[config.mk]
export PLATFORM = sky130hd
export DESIGN_NAME = clz_arbiter
export DESIGN_NICKNAME = d
export VERILOG_FILES = /design/src/rtl/clz_arbiter.sv
export SDC_FILE = /design/constraint.sdc
export NUM_CORES = 1
export LEC_CHECK = 0
export ABC_AREA = 1
export CAP_MARGIN = 20
export CORE_MARGIN = 5
export CORE_UTILIZATION = 25
export CTS_CLUSTER_DIAMETER = 200
export DETAILED_ROUTE_END_ITERATION = 12
export GPL_ROUTABILITY_DRIVEN = 0
export HOLD_SLACK_MARGIN = 0.05
export SYNTH_ARGS = -nofsm -noshare
export SYNTH_HDL_FRONTEND = slang
export SYNTH_SLANG_ARGS = --single-unit
[constraint.sdc]
create_clock -name clk -period 5.6 [get_ports clk]
set_input_delay 1.68 -clock clk [delete_from_list [all_inputs] [get_ports clk]]
set_output_delay 1.68 -clock clk [all_outputs]
set_load 0.05 [all_outputs]
[src/rtl/clz_arbiter.sv]
// Round-robin arbiter sharing one 64-bit leading-zero counter between NUM_REQ requesters.
// Two-stage pipeline: operand register, clz, result register; results tagged with requester id.
module clz_arbiter #(
    parameter int unsigned NUM_REQ = 4,
    parameter int unsigned ID_W    = $clog2(NUM_REQ)
) (
    input  logic                  clk,
    input  logic                  rst_n,
    input  logic [NUM_REQ-1:0]    req_valid,
    input  logic [NUM_REQ*64-1:0] req_data,
    output logic [NUM_REQ-1:0]    req_ready,
    output logic                  rsp_valid,
    input  logic                  rsp_ready,
    output logic [6:0]            rsp_count,
    output logic                  rsp_zero,
    output logic [ID_W-1:0]       rsp_id,
    output logic                  busy
);

    logic            s1_valid_q, s1_valid_d;
    logic [63:0]     s1_data_q, s1_data_d;
    logic [ID_W-1:0] s1_id_q, s1_id_d;
    logic            s2_valid_q, s2_valid_d;
    logic [6:0]      s2_count_q, s2_count_d;
    logic            s2_zero_q, s2_zero_d;
    logic [ID_W-1:0] s2_id_q, s2_id_d;
    logic [ID_W-1:0] rr_ptr_q, rr_ptr_d;

    logic [NUM_REQ-1:0] grant;
    logic [ID_W-1:0]    win_id;
    logic [ID_W-1:0]    scan_id;
    logic               any_req;
    logic               s1_load, s2_load, accept;
    logic [6:0]         clz;

    // Grant depends only on req_valid and rr_ptr, never on downstream ready.
    always_comb begin
        grant   = '0;
        win_id  = '0;
        scan_id = '0;
        any_req = 1'b0;
        for (int unsigned k = 0; k < NUM_REQ; k++) begin
            scan_id = ID_W'((32'(rr_ptr_q) + k) % NUM_REQ);
            if (!any_req && req_valid[scan_id]) begin
                any_req        = 1'b1;
                grant[scan_id] = 1'b1;
                win_id         = scan_id;
            end
        end
    end

    assign s2_load   = s1_valid_q & (~s2_valid_q | rsp_ready);
    assign s1_load   = ~s1_valid_q | s2_load;
    assign accept    = any_req & s1_load;
    assign req_ready = grant & {NUM_REQ{s1_load & rst_n}};

    // Highest set bit wins since later iterations overwrite earlier ones.
    always_comb begin
        clz = 7'd64;
        for (int i = 0; i < 64; i++) begin
            if (s1_data_q[i]) begin
                clz = 7'(63 - i);
            end
        end
    end

    always_comb begin
        s1_valid_d = s1_valid_q;
        s1_data_d  = s1_data_q;
        s1_id_d    = s1_id_q;
        rr_ptr_d   = rr_ptr_q;
        s2_valid_d = s2_valid_q;
        s2_count_d = s2_count_q;
        s2_zero_d  = s2_zero_q;
        s2_id_d    = s2_id_q;

        if (s1_load) begin
            s1_valid_d = accept;
            if (accept) begin
                s1_data_d = req_data[64*win_id +: 64];
                s1_id_d   = win_id;
                rr_ptr_d  = (win_id == ID_W'(NUM_REQ - 1)) ? '0 : win_id + ID_W'(1);
            end
        end

        if (s2_load) begin
            s2_valid_d = 1'b1;
            s2_count_d = clz;
            s2_zero_d  = clz[6];
            s2_id_d    = s1_id_q;
        end else if (rsp_ready) begin
            s2_valid_d = 1'b0;
        end
    end

    always_ff @(posedge clk or negedge rst_n) begin
        if (!rst_n) begin
            s1_valid_q <= 1'b0;
            s1_data_q  <= '0;
            s1_id_q    <= '0;
            rr_ptr_q   <= '0;
            s2_valid_q <= 1'b0;
            s2_count_q <= '0;
            s2_zero_q  <= 1'b0;
            s2_id_q    <= '0;
        end else begin
            s1_valid_q <= s1_valid_d;
            s1_data_q  <= s1_data_d;
            s1_id_q    <= s1_id_d;
            rr_ptr_q   <= rr_ptr_d;
            s2_valid_q <= s2_valid_d;
            s2_count_q <= s2_count_d;
            s2_zero_q  <= s2_zero_d;
            s2_id_q    <= s2_id_d;
        end
    end

    assign rsp_valid = s2_valid_q;
    assign rsp_count = s2_count_q;
    assign rsp_zero  = s2_zero_q;
    assign rsp_id    = s2_id_q;
    assign busy      = s1_valid_q | s2_valid_q;

endmodule

==> metrics, run 1 <==
Seq/Total Area, Yosys 0.322; worst rel slew slack 0.431; final wirelength 24600 µm; fill cell count around 2500; reg2reg setup slack ~1.8 ns; fin crit share 0.946; Post-synth top cells nand2_1, nor2_1, dfrtp_1; Yosys reg bits 79; proportion of layout cells with a drive suffix above 1 0.0727; Critical Path End req_ready[3]; vias after detailed routing slightly below 7000; Vias/cell roughly 4.7; Clock Skew about 0.0066 ns; DRT Pass-1 Iters 5; endpoints failing setup 0; Post-CTS Hold Buffers 0; EDFF count, synth 0; reg2reg start s1_data_q[0]; Least-Margin Pin Slew ~0.85 ns; dominant cells by area after synthesis dfrtp_1, nand2_1, nor2_1; CTS buffer count 9; Synth async-reset ratio 1.00; Peak supply drop around 0.00053 V; Synth area leader dfrtp_1; clk buf depth 2; PortBufs 278; CP Capture Type output port; Hold WC Path Type flop to flop; area growth from synthesis to layout 56.8%; Fmax achieved about 0.19 GHz; Fin. Hold Viols 0; Boundary Pins 279; Synth top area share 0.322; Starting Density 0.253; critical path fanouts, max 5; vias in the first global route approximately 6900; Die W approximately 170 µm; initial antenna violation count 3; Core Util, Final 0.397; gr ovfl total 0; Antenna diodes 0; Mapped Cells roughly 890; Yosys cell types 35; Final nets between 1000 and 1500; Final Max Slew Viols 0; worst flop-to-flop path endpoint rsp_count[0]; first-pass GRT wire length a little under 40000 µm; die area 27800 µm²; H-tree levels 3; Rows between 50 and 60; Die H 167 µm; total core area about 24000 µm²; post-synth net total approximately 1200; DRT antenna net count 0; Synth warnings 0; Post-CTS Resized 0; WP data required just under 4 ns; CP startpoint req_valid[2]; post-detail-place hpwl approximately 19000 µm; Crit Path Class input port to output port; GRT Overall Usage 0.171; RSZ-0062 raised after global routing false; CP startpoint kind input port; R2R cell count 64; DR WL/cell roughly 17 µm; Final TNS setup 0 ns; status completed; largest net degree at the start of global routing 130; Post-route DRC 0; Power Dens Cells roughly 750 nW/µm²; Clk Latency, worst-skew pair around 0.34 ns; Static Leak 4.13 nW; Arr. time, crit path around 3.6 ns; DR iter-0 viols 365; count leader, synth nand2_1; clk slew on worst S/H paths roughly 0.06 ns; Syn Std Cell Area 6140 µm²; post-route minimum period 5.30 ns; clk root buf clkbuf_16; CTS Sinks 79; max-cap violation count 0; clock tree from TritonCTS built; Post-CTS Setup Inserts 0; Syn Area/Cell about 6.9 µm²; Main synth FF type dfrtp_1
## worst min-delay path by stage
stage             startpoint             to  slack (ns)  depth (start not counted)
2_1_floorplan  s1_data_q[27]  s1_data_q[27]        0.47                          2
3_3_place_gp    rsp_count[4]   rsp_count[4]        0.47                          2
3_5_place_dp    rsp_count[0]   rsp_count[0]        0.47                          2
4_1_cts            rsp_id[1]      rsp_id[1]        0.49                          2
5_1_grt         rsp_count[4]   rsp_count[4]        0.52                          2
6_report        rsp_count[0]   rsp_count[0]        0.49                          2
## area by class of cell
type,count,area [µm²],share of cell area
multi-input combinational,657,3330,0.346
timing repair buffer,289,2950,0.307
sequential,79,1980,0.205
inverter,102,623,0.0647
tap,324,405,0.0421
clock buffer,10,239,0.0248
clock inverter,4,95.1,0.00988
## cells in the final DEF (no fill, tap or decap), drive strengths merged
| cell | synthesis | routed |
|---|---|---|
| clkdlybuf4s50 | 0 | 273 |
| nand4 | 2 | 2 |
| o31ai | 3 | 3 |
| o2111ai | 38 | 38 |
| a22oi | 2 | 2 |
| ha | 7 | 7 |
| o22ai | 26 | 26 |
| buf | 8 | 16 |
| nor4 | 2 | 2 |
| a21oi | 5 | 5 |
| nor3 | 10 | 10 |
| bufinv | 17 | 20 |
| o41ai | 1 | 1 |
| a22o | 1 | 1 |
| nor2 | 168 | 168 |
| a311oi | 1 | 1 |
| a221oi | 1 | 1 |
| nand2 | 194 | 194 |
| mux2i | 2 | 2 |
| inv | 85 | 84 |
| o311ai | 38 | 38 |
| o221ai | 4 | 4 |
| or2 | 38 | 38 |
| dfrtp | 79 | 79 |
| nand3 | 13 | 13 |
| o21ai | 99 | 99 |
| a32o | 1 | 1 |
| clkinv | 0 | 2 |
| a221o | 1 | 1 |
| clkbuf | 48 | 10 |
## stage by stage
step	power (mW)	std cells	area, µm²	hold slack [ns]	worst slack [ns]
3_5_place_dp	6.64	1451	9290	0.475	0.316
6_report	7.22	1465	9630	0.492	0.302
2_1_floorplan	4.92	894	6140	0.473	0.924
3_3_place_gp	6.60	1451	9290	0.465	0.383
4_1_cts	7.36	1465	9630	0.492	0.304
5_1_grt	7.96	1465	9630	0.518	0.118
## logic make-up (layout without fill, tap and decap cells)
| kind of cell | Yosys count | in the layout | synth area share |
|---|---|---|---|
| and+or+nand+nor | 427 | 427 | 0.283 |
| AOI/OAI and AO/OA | 221 | 221 | 0.241 |
| buffers and inverters | 158 | 405 | 0.137 |
| DFF | 79 | 79 | 0.322 |
| adders and majority gates | 7 | 7 | 0.0143 |
| muxes | 2 | 2 | 0.00326 |
## layer usage
layer	track usage	wire length, µm
met5	0	41
met4	0.0512	448
met3	0.0401	1570
met2	0.273	11200
met1	0.232	11300
## flip-flops by register name, indices dropped and copies added (netlist names), named ones only
signal,count
s1_data_q,64
rsp_count,7
rsp_id,2
s1_id_q,2
rr_ptr_q,1
rsp_valid,1
s1_valid_q,1
## worst max-delay path, stage by stage
cell and delay [ns]:
clkdlybuf4s50_1 0.42, nand2_1 0.07, o21ai_1 0.07, nand2_1 0.08, nand2_1 0.14, inv_2 0.10
nand2_1 0.07, nor2_1 0.15, inv_2 0.05, nor2_1 0.22, inv_2 0.10, o21ai_1 0.14
nand2_1 0.07, inv_1 0.10, buf_12 0.14
## where the power goes
part	internal, mW	leakage, nW	switching [mW]
clock network	0.442	0.164	0.236
registers	0.928	0.956	0.221
logic	2.01	3.01	3.38
(Power assumes the default switching activity.)
==> run 2, diff against run 1 <==
Settings changed: SKIP_CTS_REPAIR_TIMING set to 1.
==> results of run 2 <==
Final layout, timing and power as in run 1 (identical DEF).
